## config.mk

```make
export PLATFORM = sky130hd
export DESIGN_NAME = audio_pwm_dac_flat
export DESIGN_NICKNAME = d
export VERILOG_FILES = /design/src/rtl/audio_pwm_dac_if.sv /design/src/rtl/audio_pwm_dac.sv /design/src/flat_wrapper.sv
export SDC_FILE = /design/constraint.sdc
export NUM_CORES = 1
export LEC_CHECK = 0
export CAP_MARGIN = 15
export CORE_MARGIN = 2
export CORE_UTILIZATION = 58
export CTS_CLUSTER_DIAMETER = 150
export DETAILED_ROUTE_END_ITERATION = 6
export PLACE_DENSITY = 0.81
export SLEW_MARGIN = 40
export SYNTH_ARGS = -nofsm -noshare
export SYNTH_HDL_FRONTEND = slang
export SYNTH_SLANG_ARGS = --single-unit
```

## constraint.sdc

```tcl
create_clock -name clk -period 4.99 [get_ports clk]
set_input_delay 0.998 -clock clk [delete_from_list [all_inputs] [get_ports clk]]
set_output_delay 0.998 -clock clk [all_outputs]
set_load 0.03 [all_outputs]
```

## src/rtl/audio_pwm_dac_if.sv

```systemverilog
// Sample handshake between the tone generator (master) and the PWM DAC (slave).
interface audio_pwm_dac_if #(
    parameter int unsigned width = 7
) ();
    logic [width-1:0] sample_in;
    logic             sample_valid;
    logic             sample_ready;

    modport master (output sample_in, output sample_valid, input sample_ready);
    modport slave  (input sample_in, input sample_valid, output sample_ready);
endinterface

```

## src/rtl/audio_pwm_dac.sv

```systemverilog
// Audio PWM DAC: single-entry sample buffer, 5-bit gain, glitch-free PWM with period 2^width.
// Optional AUDIO_PWM_SOFTMUTE_EN ramps the gain one step per period instead of jumping.
module audio_pwm_dac #(
    parameter int unsigned width = 7
) (
    input  logic              clk,
    input  logic              reset_n,
    audio_pwm_dac_if.slave    bus,
    input  logic [4:0]        volume,
    input  logic              mute,
    output logic              pwm_out,
    output logic [7:0]        underrun_cnt
);

    localparam int unsigned G_W    = 5;
    localparam int unsigned PROD_W = width + G_W;
    localparam int unsigned UND_W  = 8;

    localparam logic [G_W-1:0]   G_UNITY   = G_W'(16);
    localparam logic [width-1:0] CNT_MAX   = {width{1'b1}};
    localparam logic [width-1:0] DUTY_MID  = {1'b1, {(width-1){1'b0}}};
    localparam logic [width-1:0] LEVEL_MAX = {1'b0, {(width-1){1'b1}}};
    localparam logic [width-1:0] LEVEL_MIN = {1'b1, {(width-1){1'b0}}};
    localparam logic [UND_W-1:0] UND_MAX   = {UND_W{1'b1}};

    logic [width-1:0]        pwm_cnt;
    logic [width-1:0]        duty;
    logic [width-1:0]        hold_reg;
    logic                    hold_empty;
    logic [G_W-1:0]          g;

    logic                    boundary_c;
    logic                    accept_c;
    logic [G_W-1:0]          g_target_c;
    logic [G_W-1:0]          g_next_c;
    logic signed [PROD_W-1:0] prod_c;
    logic signed [PROD_W-1:0] scaled_c;
    logic [G_W:0]            scaled_top_c;
    logic [width-1:0]        level_c;
    logic [width-1:0]        duty_next_c;

    // Ready comes straight from the buffer-empty flop.
    assign bus.sample_ready = hold_empty;

    always_comb begin
        boundary_c = (pwm_cnt == CNT_MAX);
        accept_c   = bus.sample_valid && hold_empty;
    end

    // Gain target and per-boundary gain step.
    always_comb begin
        g_target_c = '0;
        g_next_c   = g;
        if (!mute) begin
            g_target_c = (volume > G_UNITY) ? G_UNITY : volume;
        end
`ifdef AUDIO_PWM_SOFTMUTE_EN
        if (g < g_target_c) begin
            g_next_c = g + G_W'(1);
        end else if (g > g_target_c) begin
            g_next_c = g - G_W'(1);
        end
`else
        g_next_c = g_target_c;
`endif
    end

    // Scale by g/16 (floor), saturate to width bits, then offset to unsigned duty.
    always_comb begin
        prod_c       = $signed({{G_W{hold_reg[width-1]}}, hold_reg}) *
                       $signed({{width{1'b0}}, g});
        scaled_c     = prod_c >>> 4;
        scaled_top_c = scaled_c[PROD_W-1:width-1];
        level_c      = scaled_c[width-1:0];
        if (!((scaled_top_c == '0) || (scaled_top_c == '1))) begin
            level_c = scaled_c[PROD_W-1] ? LEVEL_MIN : LEVEL_MAX;
        end
        duty_next_c = {~level_c[width-1], level_c[width-2:0]};
    end

    // Free-running period counter and registered compare.
    always_ff @(posedge clk or negedge reset_n) begin
        if (!reset_n) begin
            pwm_cnt <= '0;
            pwm_out <= 1'b0;
        end else begin
            pwm_cnt <= pwm_cnt + width'(1);
            pwm_out <= (pwm_cnt < duty);
        end
    end

    // Single-entry holding buffer; a write at an empty boundary is kept for the next one.
    always_ff @(posedge clk or negedge reset_n) begin
        if (!reset_n) begin
            hold_reg   <= '0;
            hold_empty <= 1'b1;
        end else if (accept_c) begin
            hold_reg   <= bus.sample_in;
            hold_empty <= 1'b0;
        end else if (boundary_c && !hold_empty) begin
            hold_empty <= 1'b1;
        end
    end

    // Period-boundary updates: duty load (old gain), gain step, underrun count.
    always_ff @(posedge clk or negedge reset_n) begin
        if (!reset_n) begin
            duty         <= DUTY_MID;
            g            <= '0;
            underrun_cnt <= '0;
        end else if (boundary_c) begin
            g <= g_next_c;
            if (!hold_empty) begin
                duty <= duty_next_c;
            end else if (underrun_cnt != UND_MAX) begin
                underrun_cnt <= underrun_cnt + UND_W'(1);
            end
        end
    end

endmodule

```

## src/flat_wrapper.sv

```systemverilog
// flat-port wrapper written by rule: the top's interface ports become plain ports
module audio_pwm_dac_flat 
#(
    parameter int unsigned width = 7
)
  (clk, reset_n, volume, mute, pwm_out, underrun_cnt, bus_sample_in, bus_sample_valid, bus_sample_ready);
  audio_pwm_dac_if #(.width(width)) bus_i ();
  input  logic clk;
  input  logic reset_n;
  input  logic [4:0] volume;
  input  logic mute;
  output logic pwm_out;
  output logic [7:0] underrun_cnt;
  input wire logic [$bits(bus_i.sample_in)-1:0] bus_sample_in;
  input wire logic [$bits(bus_i.sample_valid)-1:0] bus_sample_valid;
  output wire logic [$bits(bus_i.sample_ready)-1:0] bus_sample_ready;
  assign bus_i.sample_in = bus_sample_in;
  assign bus_i.sample_valid = bus_sample_valid;
  assign bus_sample_ready = bus_i.sample_ready;
  audio_pwm_dac #(.width(width)) u_core (.clk(clk), .reset_n(reset_n), .bus(bus_i), .volume(volume), .mute(mute), .pwm_out(pwm_out), .underrun_cnt(underrun_cnt));
endmodule
```

[Word-level counts from Yosys, hierarchy flattened]
Cells that the tools add are included.
Cells by class
  reductions and logical operators: 8
  equality and inequality tests: 3
  multiplexer cells: 6
  multiply operators: 1
  order comparisons: 2
  add/sub/neg operators: 2
  bitwise operators: 2
Operator list (count)
  $mux W7: 2
  $mul A7 B6 Y12: 1
  $mux W5: 2
  $add A8 B1 Y8 const B: 1
  $ne A8 B8 Y1 const B: 1
  $add A7 B1 Y7 const B: 1
  $eq A7 B7 Y1 const B: 1
  $lt A7 B7 Y1: 1
  $eq A6 B6 Y1 const B: 1
  $logic_not A6 Y1: 1
  $gt A5 B5 Y1 const B: 1
  $reduce_and A3 Y1: 1
  $logic_and A1 B1 Y1: 2
  $mux W1: 2
  $not A1 Y1: 2
  $reduce_and A2 Y1: 1
  $reduce_bool A2 Y1: 1
  $logic_not A1 Y1: 1
  $logic_or A1 B1 Y1: 1
Word-level totals
  output and inout bits: 10
  register bits: 36
  input port bits: 16
  logic and storage cells: 31

[Logic depth before layout (Yosys ltp)]
  depth in word-level cells: 5
  mapped depth: 15
  depth with buffers taken out: 15

[Least setup slack after synthesis]
Ideal clock, no wire load.
  path type: reg-to-reg
  from: register u_core.g[1]
  to: register u_core.duty[0]
  clock period less this slack: 4.070 ns
  setup slack: 0.920 ns
  cell stages (with the launch flop): 15
  arrival time: 3.947 ns
  buffers on the path: 0
  required time: 4.867 ns
  library setup time: 0.123 ns
  path through: dfrtp_1 > and2_1 > fa_1 > fa_1 > inv_1 > fa_1 > inv_1 > ha_1 > a21oi_1 > o21a_1 > a21boi_1 > nor2_1 > o21bai_1 > o211ai_1 > o221a_2
Between the ends
  cells in the longest elaborated chain, start to end: 4
  elaborated cells between the ends (all ways): 6
  classes of those cells: 1 x mul; 1 x eq/ne; 2 x mux; 2 x reduce/logical
Ends and longest elaborated chain
  from (decl): line audio_pwm_dac.sv:30  | logic [G_W-1:0] g;
  from (signal assigned): line audio_pwm_dac.sv:112  | g <= g_next_c;
  $mul A7 B6 Y12 (*): line audio_pwm_dac.sv:70  | prod_c = $signed({{G_W{hold_reg[width-1]}}, hold_reg}) *
  $eq A6 B6 Y1 / $logic_not A6 Y1 (equally long branches): line audio_pwm_dac.sv:75  | if (!((scaled_top_c == '0) || (scaled_top_c == '1))) begin
  $logic_or A1 B1 Y1: line audio_pwm_dac.sv:75
  $mux W7 (*): line audio_pwm_dac.sv:75
  to (signal assigned): line audio_pwm_dac.sv:114  | duty <= duty_next_c;
  to (decl): line audio_pwm_dac.sv:27  | logic [width-1:0] duty;
Every way passes the cells marked *; elsewhere a longest branch is shown, timed or not.
A chain may end at the register's enable or synchronous reset.

[Final worst setup path]
Ends and elaborated chain as after synthesis.

==> impl_table.tex <==
\begin{tabular}{lr}
\hline
Metric & Value \\
\hline
\multicolumn{2}{l}{\textbf{Setup path}} \\
\quad Crit-path slowest cell & sky130\_fd\_sc\_hd\_\_fa\_1 \\
\quad Capture instance of the worst register-to-register path & u\_core.duty[0] \\
\quad Capturing element of the worst setup path & u\_core.duty[0] \\
\quad Crit path required time & around 5200 ps \\
\quad Launching element of the worst setup path & u\_core.g[1] \\
\quad Cell Chain, Critical Path & and2\_1 > fa\_1 > fa\_1 > inv\_1 > fa\_1 > inv\_1 > ha\_1 > a211oi\_1 > a211oi\_1 > a311oi\_2 > a32oi\_1 > o211ai\_1 > o221a\_2 \\
\quad Reg-to-reg slack, setup & around 560 ps \\
\quad Category of the critical setup timing path & flop to flop \\
\quad Count of cells along the worst register-to-register path & 13 \\
\quad Maximum net fanout on the critical path & 14 \\
\quad Crit start category & flop \\
\quad CP Data Arrival Time & between 4000 and 5000 ps \\
\quad Cell repeated most along the worst path & sky130\_fd\_sc\_hd\_\_fa\_1 \\
\quad Critical Path Max Stage Delay & 590 ps \\
\quad Crit. End Element & flop \\
\quad Source of the worst register-to-register timing path & u\_core.g[1] \\
\multicolumn{2}{l}{\textbf{Drt}} \\
\quad First-pass detailed-route iteration total & 4 \\
\quad Routed via count & around 2100 \\
\quad Post-detailed-route count of antenna-violating nets & 0 \\
\quad Vias per std cell & 5.292 \\
\quad Detailed router's first-iteration violation count & a little over 100 \\
\quad Drc violations & 0 \\
\quad Routed wire length & $\sim$5300 µm \\
\quad Routed length per placed instance & around 13 µm \\
\multicolumn{2}{l}{\textbf{Power and ir drop}} \\
\quad Power density normalized to cell area & around 540 mW/mm² \\
\quad Leakage power total & between 1.5 and 2 nW \\
\quad Power Total & between 1.5 and 2 mW \\
\quad Peak supply drop & 283.7 µV \\
\multicolumn{2}{l}{\textbf{Logic synthesis}} \\
\quad Count of yosys warnings during synthesis & 0 \\
\quad Number of enable-type register cells in the synthesized netlist & 0 \\
\quad Part of the Yosys area used for sequential elements & around 30\% \\
\quad Netlist cell types & just under 50 \\
\quad Post-Synthesis Cells & between 200 and 300 \\
\quad Synthesized cell area & 0.002924 mm² \\
\quad Synth Area per Inst & 9.912 µm² \\
\quad Most used DFF post-synth & sky130\_fd\_sc\_hd\_\_dfrtp\_1 \\
\quad Post-synthesis register bit count & 36 \\
\quad Proportion of register bits with asynchronous set or reset after synthesis & 100.0\% \\
\quad Net count of the mapped netlist & 357 \\
\multicolumn{2}{l}{\textbf{Cells and area}} \\
\quad Final instance area & 0.003368 mm² \\
\quad Number of flip-flops under the largest register name & 8 \\
\quad Number of cells in the finished layout apart from fillers & approximately 390 \\
\quad Core occupancy in the finished layout & 70.38\% \\
\quad Most common library cell in the layout ignoring fill and taps & sky130\_fd\_sc\_hd\_\_inv\_1 \\
\quad Layout-stage area growth over the synthesis result & 15.19\% \\
\quad Net count, final & between 300 and 400 \\
\quad Largest register by flop count & u\_core.underrun\_cnt \\
\quad Top library cells by usage in the layout, fill and taps aside & 43 x sky130\_fd\_sc\_hd\_\_inv\_1, 34 x sky130\_fd\_sc\_hd\_\_dfrtp\_1, 29 x sky130\_fd\_sc\_hd\_\_and2\_1 \\
\quad Area taken by flip-flops and latches & 903.4 µm² \\
\quad Number of fill cells in the layout & 354 \\
\quad Ratio of cells with drive above 1 in the final layout & around 8.9\% \\
\quad Area occupied by multi-input gates & 0.001851 mm² \\
\quad Number of antenna cells inserted & 0 \\
\multicolumn{2}{l}{\textbf{Global route}} \\
\quad Via count of the first global-routing pass & around 2100 \\
\quad Global-route usage over all layers & between 20\% and 30\% \\
\quad Grt total ovfl & 0 \\
\quad GR peak layer & met2 \\
\quad Global-route wire length before repair & $\sim$9000 µm \\
\quad Largest net degree at the start of global routing & 37 \\
\quad Met1 GRT Util & around 28\% \\
\quad Initial antenna violation count & 0 \\
\quad Met2 global-route usage & roughly 36\% \\
\quad GR met3 Demand/Resource & under 10\% \\
\multicolumn{2}{l}{\textbf{Timing}} \\
\quad Final hold slack & between 400 and 500 ps \\
\quad Unrepaired setup endpoints after global routing & no \\
\quad Worst-case headroom to the max-slew limit & between 60\% and 70\% \\
\quad Final count of pins violating max slew & 0 \\
\quad Clock period minus final worst setup slack & 4433 ps \\
\quad Finish-stage setup viols & 0 \\
\quad Final hold violation count & 0 \\
\quad Post-route worst setup slack & 557.4 ps \\
\quad Fraction of the cycle the final worst path needs & between 80\% and 90\% \\
\quad Setup TNS & 0 ps \\
\quad Clock Skew & 5.520 ps \\
\quad Pin slew with the least headroom to its limit & 511.4 ps \\
\quad Highest clock frequency the design can meet & 0.2256 GHz \\
\multicolumn{2}{l}{\textbf{Floorplan}} \\
\quad Num ports & 26 \\
\quad Effective utilization at floorplan & 61.10\% \\
\quad Total Die Area & about 0.0056 mm² \\
\quad Num rows & 25 \\
\quad Die Height & approximately 75 µm \\
\quad Die outline width & around 75 µm \\
\quad Total core area & around 0.0048 mm² \\
\multicolumn{2}{l}{\textbf{Worst hold path}} \\
\quad Startpoint of the lowest-slack hold path & u\_core.duty[2] \\
\quad Class of the tightest hold or removal check & flop to flop \\
\multicolumn{2}{l}{\textbf{Clock tree}} \\
\quad Clk slew on worst S/H paths & 70 ps \\
\quad Maximum level of the CTS H-tree & 2 \\
\quad CTS tree & built \\
\quad Count of clock tree sinks & 36 \\
\quad Worst-Skew Late Latency & roughly 290 ps \\
\quad Post-CTS Setup Repair Bufs & 0 \\
\quad Maximum count of clock buffers along a single path & 2 \\
\quad Total clock buffers created by CTS & 5 \\
\quad Number of buffers inserted by hold repair at cts & 0 \\
\quad Root buf cell & sky130\_fd\_sc\_hd\_\_clkbuf\_8 \\
\quad Quantity of gates resized following cts & 0 \\
\multicolumn{2}{l}{\textbf{Place}} \\
\quad Pre-CTS setup slack & a little under 600 ps \\
\quad Port buffer count & 25 \\
\quad DP HPWL & 4251 µm \\
\quad Last weighted congestion value of the routability-driven placer & 0.8381 \\
\quad Post-DP Area & 0.003257 mm² \\
\quad Placed insts & 386 \\
\multicolumn{2}{l}{\textbf{Run}} \\
\quad Reported max-cap violation count & 0 \\
\multicolumn{2}{l}{\textbf{Outcome}} \\
\quad Outcome & finished, final reports clean \\
\hline
\end{tabular}
[report_power, final]
group	total, mW	leakage, nW	switching, mW	internal [mW]
Clock	0.253	0.0541	0.105	0.148
Sequential	0.307	0.444	0.00829	0.298
Combinational	1.26	1.08	0.736	0.521
[logic make-up (layout without fill, tap and decap cells)]
group	after synthesis	in the layout	share of synthesized area, %
AOI/OAI and AO/OA	45	45	11.94
xor gates and xnor gates	20	20	6.461
adders and majority gates	46	46	25.07
buffers and inverters	45	77	5.819
DFF	36	36	30.89
muxes	8	8	3.081
and+or+nand+nor	95	95	16.73
[layout make-up]
cell class                      count  share of cell area, %
Clock inverter                      3                  1.263
Tap cell                           67                  2.489
Sequential cell                    36                  26.82
Timing Repair Buffer               26                  7.652
Multi-Input combinational cell    214                  54.94
Clock buffer                        5                  2.043
Inverter                           43                  4.792
[worst max-delay path, delay by kind of cell, from the launching register on]
family	cells	cell delay (ps)
flops	1	470
fa+ha+maj	4	2150
simple gates	1	250
buf+inv	2	90
compound gates	6	1400
[worst min-delay path by stage]
stage          cells after the start                      to  slack (ps)
3_3_place_gp                       2          u_core.duty[2]         470
4_1_cts                            2          u_core.duty[2]         490
6_report                           2          u_core.duty[2]         480
5_1_grt                            1  u_core.underrun_cnt[6]         520
3_5_place_dp                       2          u_core.duty[2]         470
2_1_floorplan                      1       u_core.pwm_cnt[0]         450
[synth_stat cells, types with 2 or more instances]
master	count	area, µm²
sky130_fd_sc_hd__inv_1	43	161.4
sky130_fd_sc_hd__dfrtp_1	34	850.8
sky130_fd_sc_hd__and2_1	29	181.4
sky130_fd_sc_hd__nand2_1	26	97.59
sky130_fd_sc_hd__ha_1	25	312.8
sky130_fd_sc_hd__fa_1	21	420.4
sky130_fd_sc_hd__nor2_1	14	52.55
sky130_fd_sc_hd__xnor2_1	12	105.1
sky130_fd_sc_hd__a21oi_1	10	50.05
sky130_fd_sc_hd__nand3_1	10	50.05
sky130_fd_sc_hd__mux2_2	8	90.09
sky130_fd_sc_hd__xor2_1	7	61.31
sky130_fd_sc_hd__o21ai_0	5	25.02
sky130_fd_sc_hd__nand4_1	4	25.02
sky130_fd_sc_hd__a211oi_1	3	22.52
sky130_fd_sc_hd__and3_1	3	18.77
sky130_fd_sc_hd__o221a_2	3	33.78
sky130_fd_sc_hd__a21o_1	2	15.01
sky130_fd_sc_hd__dfstp_2	2	52.55
sky130_fd_sc_hd__nand2b_1	2	12.51
sky130_fd_sc_hd__o211ai_1	2	15.01
sky130_fd_sc_hd__o21ai_1	2	10.01
sky130_fd_sc_hd__or2_1	2	12.51
[per-layer routing]
layer	routed length (µm)	part of all wire (%)
met1	2356	45
met3	189	3.6
met4	86	1.6
met5	0	0
met2	2620	50
No activity file was read; power rests on OpenSTA's default activity.
